$ cat config.mk
export PLATFORM = sky130hd
export DESIGN_NAME = trap_sequencer
export DESIGN_NICKNAME = d
export VERILOG_FILES = /design/src/rtl/trap_sequencer_pkg.sv /design/src/rtl/trap_priority_encoder.sv /design/src/rtl/trap_sequencer.sv
export SDC_FILE = /design/constraint.sdc
export NUM_CORES = 1
export LEC_CHECK = 0
export BUFFER_PORTS_ARGS = -buffer_cell sky130_fd_sc_hd__buf_2
export CAP_MARGIN = 20
export CORE_UTILIZATION = 47
export DETAILED_ROUTE_END_ITERATION = 16
export GPL_ROUTABILITY_DRIVEN = 0
export PLACE_DENSITY = 0.8
export SYNTH_ARGS = -nofsm -noshare
export SYNTH_HDL_FRONTEND = slang
export SYNTH_HIERARCHICAL = 1
export SYNTH_SLANG_ARGS = --single-unit
export TNS_END_PERCENT = 20
$ cat constraint.sdc
create_clock -name clock -period 3.3 [get_ports clock]
set_clock_uncertainty 0.2 [all_clocks]
set_input_delay 0.165 -clock clock [delete_from_list [all_inputs] [get_ports clock]]
set_output_delay 0.165 -clock clock [all_outputs]
set_load 0.005 [all_outputs]
$ cat src/rtl/trap_sequencer_pkg.sv
// Shared constants for the trap sequencer: PSW field positions, PSW write-source
// encodings, request/priority widths, FSM states and the handler address helper.
package trap_sequencer_pkg;

    localparam int unsigned PSW_WRITE_DATA_SOURCE_WIDTH = 2;
    localparam logic [PSW_WRITE_DATA_SOURCE_WIDTH-1:0] PSW_WRITE_DATA_SOURCE_MVTS          = 2'd0;
    localparam logic [PSW_WRITE_DATA_SOURCE_WIDTH-1:0] PSW_WRITE_DATA_SOURCE_HANDLER_ENTRY = 2'd1;
    localparam logic [PSW_WRITE_DATA_SOURCE_WIDTH-1:0] PSW_WRITE_DATA_SOURCE_HANDLER_EXIT  = 2'd2;

    localparam int unsigned PSW_V_BIT        = 27;
    localparam int unsigned PSW_IEN_BIT      = 23;
    localparam int unsigned PSW_PRIORITY_MSB = 20;
    localparam int unsigned PSW_PRIORITY_LSB = 16;
    localparam int unsigned PSW_MASK_MSB     = 15;

    localparam int unsigned DATA_WIDTH     = 32;
    localparam int unsigned IRQ_COUNT      = 16;
    localparam int unsigned REQUEST_WIDTH  = 32;
    localparam int unsigned PRIORITY_WIDTH = 5;

    typedef enum logic [1:0] {
        STATE_IDLE     = 2'd0,
        STATE_ENTRY    = 2'd1,
        STATE_REDIRECT = 2'd2,
        STATE_EXIT     = 2'd3
    } trapState_t;

    // Handler vector: base chosen by PSW V, plus the fixed handler offset.
    function automatic logic [DATA_WIDTH-1:0] handlerAddress(
        input logic                  vFlag,
        input logic [DATA_WIDTH-1:0] baseV0,
        input logic [DATA_WIDTH-1:0] baseV1,
        input logic [DATA_WIDTH-1:0] offset
    );
        return (vFlag ? baseV1 : baseV0) + offset;
    endfunction

endpackage

$ cat src/rtl/trap_priority_encoder.sv
// Combinational 32-to-5 highest-set-bit encoder with an any-valid flag.
module trap_priority_encoder
    import trap_sequencer_pkg::*;
(
    input  logic [REQUEST_WIDTH-1:0]  requests,
    output logic [PRIORITY_WIDTH-1:0] highestIndex_c,
    output logic                      anyValid_c
);

    always_comb begin
        highestIndex_c = '0;
        anyValid_c     = |requests;
        for (int i = 0; i < REQUEST_WIDTH; i++) begin
            if (requests[i]) begin
                highestIndex_c = PRIORITY_WIDTH'(i);
            end
        end
    end

endmodule

$ cat src/rtl/trap_sequencer.sv
// Sequences PSW handler entry (interrupts/exceptions) and exit (RFX), and
// hands the handler vector to instruction fetch.
module trap_sequencer
    import trap_sequencer_pkg::*;
#(
    parameter int unsigned          SYNC_STAGES    = 2,
    parameter logic [DATA_WIDTH-1:0] VECTOR_BASE_V0 = 32'hE0000000,
    parameter logic [DATA_WIDTH-1:0] VECTOR_BASE_V1 = 32'hC0000000,
    parameter logic [DATA_WIDTH-1:0] HANDLER_OFFSET = 32'h00000004
) (
    input  logic                                   clock,
    input  logic                                   reset,
    input  logic [DATA_WIDTH-1:0]                  pswValue,
    input  logic [IRQ_COUNT-1:0]                   irq,
    input  logic                                   instructionBoundary,
    input  logic                                   excValid,
    input  logic [PRIORITY_WIDTH-1:0]              excCode,
    input  logic                                   rfxRequest,
    output logic                                   pswWriteEnable,
    output logic [PSW_WRITE_DATA_SOURCE_WIDTH-1:0] pswWriteDataSource,
    output logic [PRIORITY_WIDTH-1:0]              pswPriorityWriteValue,
    output logic                                   excAck,
    output logic                                   rfxDone,
    output logic                                   redirectValid,
    output logic [DATA_WIDTH-1:0]                  redirectAddress,
    input  logic                                   redirectReady,
    output logic                                   busy
);

    localparam int unsigned SYNC_DEPTH = (SYNC_STAGES < 2) ? 2 : SYNC_STAGES;

    trapState_t                           state;
    logic [SYNC_DEPTH-1:0][IRQ_COUNT-1:0] irqSync;
    logic [IRQ_COUNT-1:0]                 irqEligible;
    logic [REQUEST_WIDTH-1:0]             requestVector;
    logic [PRIORITY_WIDTH-1:0]            winnerIndex;
    logic                                 anyRequest;
    logic                                 unusedPswBits;

    assign irqEligible = irqSync[SYNC_DEPTH-1]
                       & pswValue[PSW_MASK_MSB:0]
                       & {IRQ_COUNT{pswValue[PSW_IEN_BIT]}};

    // PSW fields this block never consumes (priority is written, not read).
    assign unusedPswBits = ^{pswValue[31:28], pswValue[26:24], pswValue[22:16]};

    // Exceptions sit at their code position (16..31) so they outrank every IRQ.
    always_comb begin
        requestVector = REQUEST_WIDTH'(irqEligible);
        if (excValid) begin
            requestVector[excCode] = 1'b1;
        end
    end

    trap_priority_encoder u_priorityEncoder (
        .requests      (requestVector),
        .highestIndex_c(winnerIndex),
        .anyValid_c    (anyRequest)
    );

    always_ff @(posedge clock) begin
        if (!reset) begin
            state                 <= STATE_IDLE;
            irqSync               <= '0;
            pswWriteEnable        <= 1'b0;
            pswWriteDataSource    <= PSW_WRITE_DATA_SOURCE_HANDLER_ENTRY;
            pswPriorityWriteValue <= '0;
            excAck                <= 1'b0;
            rfxDone               <= 1'b0;
            redirectValid         <= 1'b0;
            redirectAddress       <= '0;
            busy                  <= 1'b0;
        end else begin
            irqSync               <= {irqSync[SYNC_DEPTH-2:0], irq};
            pswWriteEnable        <= 1'b0;
            pswWriteDataSource    <= PSW_WRITE_DATA_SOURCE_HANDLER_ENTRY;
            pswPriorityWriteValue <= '0;
            excAck                <= 1'b0;
            rfxDone               <= 1'b0;

            case (state)
                STATE_IDLE: begin
                    if (excValid) begin
                        state                 <= STATE_ENTRY;
                        pswWriteEnable        <= 1'b1;
                        pswPriorityWriteValue <= winnerIndex;
                        excAck                <= 1'b1;
                        busy                  <= 1'b1;
                    end else if (rfxRequest) begin
                        state              <= STATE_EXIT;
                        pswWriteEnable     <= 1'b1;
                        pswWriteDataSource <= PSW_WRITE_DATA_SOURCE_HANDLER_EXIT;
                        rfxDone            <= 1'b1;
                        busy               <= 1'b1;
                    end else if (anyRequest && instructionBoundary) begin
                        state                 <= STATE_ENTRY;
                        pswWriteEnable        <= 1'b1;
                        pswPriorityWriteValue <= winnerIndex;
                        busy                  <= 1'b1;
                    end
                end
                // V is not touched by entry, so the vector can be sampled here.
                STATE_ENTRY: begin
                    state           <= STATE_REDIRECT;
                    redirectValid   <= 1'b1;
                    redirectAddress <= handlerAddress(pswValue[PSW_V_BIT], VECTOR_BASE_V0,
                                                      VECTOR_BASE_V1, HANDLER_OFFSET);
                end
                STATE_REDIRECT: begin
                    if (redirectReady) begin
                        state           <= STATE_IDLE;
                        redirectValid   <= 1'b0;
                        redirectAddress <= '0;
                        busy            <= 1'b0;
                    end
                end
                STATE_EXIT: begin
                    state <= STATE_IDLE;
                    busy  <= 1'b0;
                end
                default: begin
                    state <= STATE_IDLE;
                    busy  <= 1'b0;
                end
            endcase
        end
    end

endmodule

-- Word level (Yosys, flattened, before mapping)
Cells that the tools add are included.
- $add $sub $neg: 1
- $mul: 0
- div/mod/pow operators: 0
- $lt $le $gt $ge: 2
- eq/ne operators: 5
- shift-type cells: 0
- multiplexer cells: 57
- bitwise logic cells: 5
- reductions and logical operators: 11
- operators with widths (operator ; number):
    $mux 5 ; 19
    $mux 32 ; 2
    $pmux 32 s2 ; 1
    $add 31x4->32 const B ; 1
    $and 16x16->16 ; 2
    $mux 4 ; 8
    $or 16x32->32 ; 1
    $reduce_or 32->1 ; 1
    $mux 30 ; 1
    $mux 2 ; 7
    $mux 3 ; 4
    $mux 1 ; 11
    $pmux 2 s4 ; 1
    $lt 5x6->1 const B ; 1
    $reduce_and 2->1 ; 3
    $demux 1 s5 ; 1
    $ge 5x1->1 const B ; 1
    $eq 2x2->1 const B ; 2
    $ne 4x4->1 const B ; 1
    $pmux 1 s3 ; 1
    $reduce_and 3->1 ; 1
    $reduce_bool 3->1 ; 1
    $reduce_or 3->1 ; 1
    $eq 2x1->1 const B ; 1
    6 further kinds ; 8
- register bits after elaboration: 78
- bits in latches: 0
- memory bits (writable): 0
- bits in read-only memories: 0
- input bits: 59
- output and inout port bits: 44
- word-level logic and storage cells: 92
- memories kept: 0

-- Logic depth before layout (Yosys ltp)
- word-level depth: 40
- mapped depth: 11
- gate-level depth less buffers: 10

-- Hierarchy
Netlist, hierarchy kept.
- by module, submodules not included (module ; times used ; cells each ; area each (sq um) ; seq. area each (sq um)):
    trap_sequencer ; 1 ; 199 ; 1944.4 ; 920.9
    trap_priority_encoder ; 1 ; 62 ; 366.6 ; 0.0

-- Worst setup path after synthesis
Ideal clock, no wire load.
- path kind: input-to-reg
- start point: input port pswValue[23]
- end point: register busy
- setup time: 0.122 ns
- arrival time: 2.193 ns
- data required time: 2.978 ns
- setup slack: 0.785 ns
- stages on the path: 9
- buffers on the path: 2
- cells stage by stage: clkbuf_1 buf_2 nand3_1 o21ai_0 or4_1 or4_1 nand2_1 a21boi_4 a311o_1
- word-level cells in the longest chain between the ends: 7
- RTL lines (element ; line ; text):
    start: declaration ; trap_sequencer.sv:13 ; input logic [DATA_WIDTH-1:0] pswValue,
    $and 16x16->16 * ; trap_sequencer.sv:42 ; & {IRQ_COUNT{pswValue[PSW_IEN_BIT]}};
    $or 16x32->32 (no source line) ; n/a ;
    $mux 32 * ; trap_sequencer.sv:50 ; if (excValid) begin
    via requestVector[13] ; trap_sequencer.sv:35 ; logic [REQUEST_WIDTH-1:0] requestVector;
    $reduce_or 32->1 * ; trap_priority_encoder.sv:12 ; anyValid_c = |requests;
    via anyRequest ; trap_sequencer.sv:37 ; logic anyRequest;
    $logic_and 1x1->1 * ; trap_sequencer.sv:95 ; end else if (anyRequest && instructionBoundary) begin
    $ne 4x4->1 (no source line) * ; n/a ;
    $reduce_and 3->1 (no source line) * ; n/a ;
    end signal: assignment ; trap_sequencer.sv:94 ; busy <= 1'b1;
    end signal: assignment ; trap_sequencer.sv:99 ; busy <= 1'b1;
    end signal: assignment ; trap_sequencer.sv:114 ; busy <= 1'b0;
    end: declaration ; trap_sequencer.sv:27 ; output logic busy
Mark *: on every way through the listed nets, which the timed path passes. The rest lies on a longest branch.
A chain may end at the register's enable or synchronous reset.

-- Worst setup path after layout
- start point: input port excValid
- end point: register busy
- word-level cells in the longest chain between the ends: 5
- elaborated cells between the ends (all ways): 7
- classes of those cells: eq/ne (1); mux (3); reduce/logical (3)
- RTL lines (element ; line ; text):
    start: declaration ; trap_sequencer.sv:16 ; input logic excValid,
    $mux 32 ; trap_sequencer.sv:50 ;
    via requestVector[24] ; trap_sequencer.sv:35 ;
    $reduce_or 32->1 ; trap_priority_encoder.sv:12 ;
    via anyRequest ; trap_sequencer.sv:37 ;
    $logic_and 1x1->1 ; trap_sequencer.sv:95 ;
    $ne 4x4->1 (no source line) ; n/a ;
    $reduce_and 3->1 (no source line) ; n/a ;
The timed path passes the listed nets, and every way through them passes these cells.

==> impl_metrics.json <==
{
  "finalSetupViolations": 0,
  "worst_hold_path_type": "input pin to flop",
  "fin_tns_setup_ns": 0,
  "crit_path_cell_trace": "buf_2 > or3b_1 > nor2_1 > nor4_2 > and3_1 > nand3_2 > or4_1 > nand2_1 > a21boi_4 > a311o_1",
  "power_density_nw_per_um2": 427,
  "wl_met2_um": 2260,
  "period_minus_slack_ns": 2.49,
  "route.vias.total": 1939,
  "grt.overflow.total": 0,
  "topmost_layer_with_routed_signal_wires": "met4",
  "cap_viol_max_count": 0,
  "critical_path.reg2reg.startpoint": "irqSync[23]$_SDFF_PN0_",
  "cts_num_sinks": 46,
  "yosys_cell_types": 47,
  "first_pass_iters": 4,
  "layout.cells.most_common": "buf_2",
  "place_inst": 376,
  "top_ports": 103,
  "holdPathEnd": "pswWriteEnable$_SDFF_PN0_",
  "drcViolationCount": 0,
  "die_width_um": 72.1,
  "hold_crit_depth": 3,
  "share_of_final_layout_standard_cells_stronger_than_drive_strength_1": 0.251,
  "clk_root_buffer_cell": "clkbuf_8",
  "cts_inserted_buffers": 5,
  "worst_reg2reg_endpoint": "busy$_SDFFE_PN0P_",
  "clk-insertion-delay-late_ns": 0.29,
  "synth-warning-count": 6,
  "timing_max_transition_violations_final": 0,
  "initial_utilization": 0.489,
  "power.leakage_nw": 1.26,
  "place.port_buffers": 60,
  "r2r_setup_slack_ns": 0.81,
  "die-height_um": 72.1,
  "die_area_sq_um": 5200,
  "seq_area_frac_synth": 0.398,
  "drt_wl_total_um": 4650,
  "timing.critical_path.from_type": "input pin",
  "std_cell_rows": 25,
  "ir_worst_vdd_uv": 334,
  "fmax_mhz": 401,
  "num-nets-final": 393,
  "layout_worst_path_cycle_share": 0.756,
  "detail_route.wirelength.met1_um": 2020,
  "cp_top_family": "simple AND/OR/NAND/NOR gates",
  "timing.hold.worst.start": "instructionBoundary",
  "first_global_vias": 1731,
  "htree_levels": 2,
  "cp_data_arrival_time_ns": 2.48,
  "report.final.hold_viol_count": 0,
  "antenna_violations_before_repair": 0,
  "ctsLongestPathBuffers": 2,
  "postRouteAntennaNets": 0,
  "core_area_sq_um": 4720,
  "final_cell_count_no_fill": 402,
  "rsz_0062_raised_after_global_routing": "no",
  "grt_start_max_net_pins": 38,
  "grt_util_overall": 0.185,
  "timing.critical_path.to_type": "flop",
  "postSynthAreaPerCell_sq_um": 8.85,
  "path_buf_inv": 1,
  "critical_path.max_stage_delay_ns": 0.47,
  "postSynthCellCount": 261,
  "slowest_stage": "or4_1",
  "status": "finished clean",
  "met3WireLength_um": 287,
  "tritoncts": "done",
  "crit_fanout": 11,
  "most-common-layout-cells": "buf_2, dfxtp_1, nor2_1",
  "ys_ff_latch": 46,
  "worstPathRequired_ns": 3.28,
  "drt_iter0_markers": 116,
  "post_drt_via_cell_ratio": 4.82,
  "global_route_wire_length_before_repair_um": 7520,
  "dp_hpwl_um": 3340,
  "fillerInstances": 398,
  "reg2reg_depth": 7,
  "diodes_inserted": 0,
  "category_of_the_most_critical_setup_path": "input pin to flop",
  "clkSlewWorstSetupHoldPaths_ns": 0.08,
  "area_growth_syn_to_layout_pct": 21.3,
  "combined_area_of_all_synthesized_cells_sq_um": 2310,
  "wl_per_cell_um": 11.6
}
synth_stat cells, drive strengths merged:
cell,instances,share of area
o21ai,9,0.019
dfxtp,46,0.40
o311ai,1,0.0038
or3b,2,0.0076
nor2,35,0.057
clkbuf,4,0.0065
o21bai,2,0.0065
nor4,6,0.028
nor2b,2,0.0054
nand2b,1,0.0027
a32o,12,0.052
nand3,8,0.019
buf,35,0.12
or4,3,0.0097
nand3b,5,0.016
nor3,6,0.013
inv,8,0.013
o211ai,1,0.0032
and3,7,0.022
a221o,2,0.0087
a211oi,1,0.0032
or2,1,0.0027
conb,1,0.0016
a311o,1,0.0043
a31o,1,0.0038
a21oi,6,0.013
a21boi,5,0.021
or3,2,0.0054
nor3b,4,0.018
and2,33,0.091
o31ai,1,0.0032
nand2,7,0.011
and3b,1,0.0038
o221ai,1,0.0038
and4bb,1,0.0054
where the power goes:
part | internal [mW] | switching (mW) | total (mW)
registers | 0.589 | 0.0146 | 0.603
clock network | 0.226 | 0.178 | 0.404
logic | 0.0984 | 0.0928 | 0.191
total | 0.913 | 0.286 | 1.20
worst reg2reg max path: cells and delay by family, from the launching register on:
kind             cells  cell delay [ns]
flip-flops           1             0.30
AND/OR/NAND/NOR      4             1.20
AO/OA/AOI/OAI        3             0.68
metal layers:
layer,up-vias,GRT usage
met1,866,0.223
met2,74,0.318
met4,0,0.0632
met5,-,0
li1,992,-
met3,7,0.0514
worst max path at each step:
stage	startpoint	end	slack (ns)	cells after the start
final	excValid	busy$_SDFFE_PN0P_	0.81	10
after global routing	excValid	busy$_SDFFE_PN0P_	0.66	10
after CTS	irqSync[28]$_SDFF_PN0_	busy$_SDFFE_PN0P_	0.84	7
after detailed placement	excValid	busy$_SDFFE_PN0P_	0.54	10
after global placement	excValid	busy$_SDFFE_PN0P_	0.59	8
after floorplan	pswValue[23]	busy$_SDFFE_PN0P_	0.79	9
sequential cells by signal, summed over array words and instances, names as in the netlist:
signal,count
rfxDone,1
redirectAddress,2
pswWriteDataSource,1
state,2
pswPriorityWriteValue,5
irqSync,32
excAck,1
pswWriteEnable,1
busy,1
cells by family after synthesis:
group,share of synthesized area
simple gates,0.318
buf+inv,0.135
flops,0.398
compound gates,0.146
other cells,0.00162
through the flow:
stage	setup slack (ns)	power [mW]	utilization	hold WS, ns	cell area, sq um
after floorplan	0.785	0.753	-	0.0580	2410
after global placement	0.586	0.783	0.532	0.152	2510
after detailed placement	0.542	0.787	0.532	0.161	2510
after CTS	0.845	1.20	0.594	0.00882	2800
after global routing	0.657	1.26	0.594	0.0347	2800
final	0.805	1.20	0.594	0.0158	2800
cell type report:
type	count	area, sq um	share of cell area
multi-input combinational	195	1180	0.420
sequential	46	921	0.328
timing repair buffer	78	480	0.171
tap	67	83.8	0.0299
clock buffer	6	72.6	0.0259
clock inverter	2	37.5	0.0134
inverter	8	30.0	0.0107
repair_timing:
action / 4_1_cts / 5_1_grt
buffers inserted: 0 / 0
hold buffers: 18 / 0
resized for setup: 0 / 0
hold endpoints to repair: 18 / 0
No activity file was read; power rests on OpenSTA's default activity.
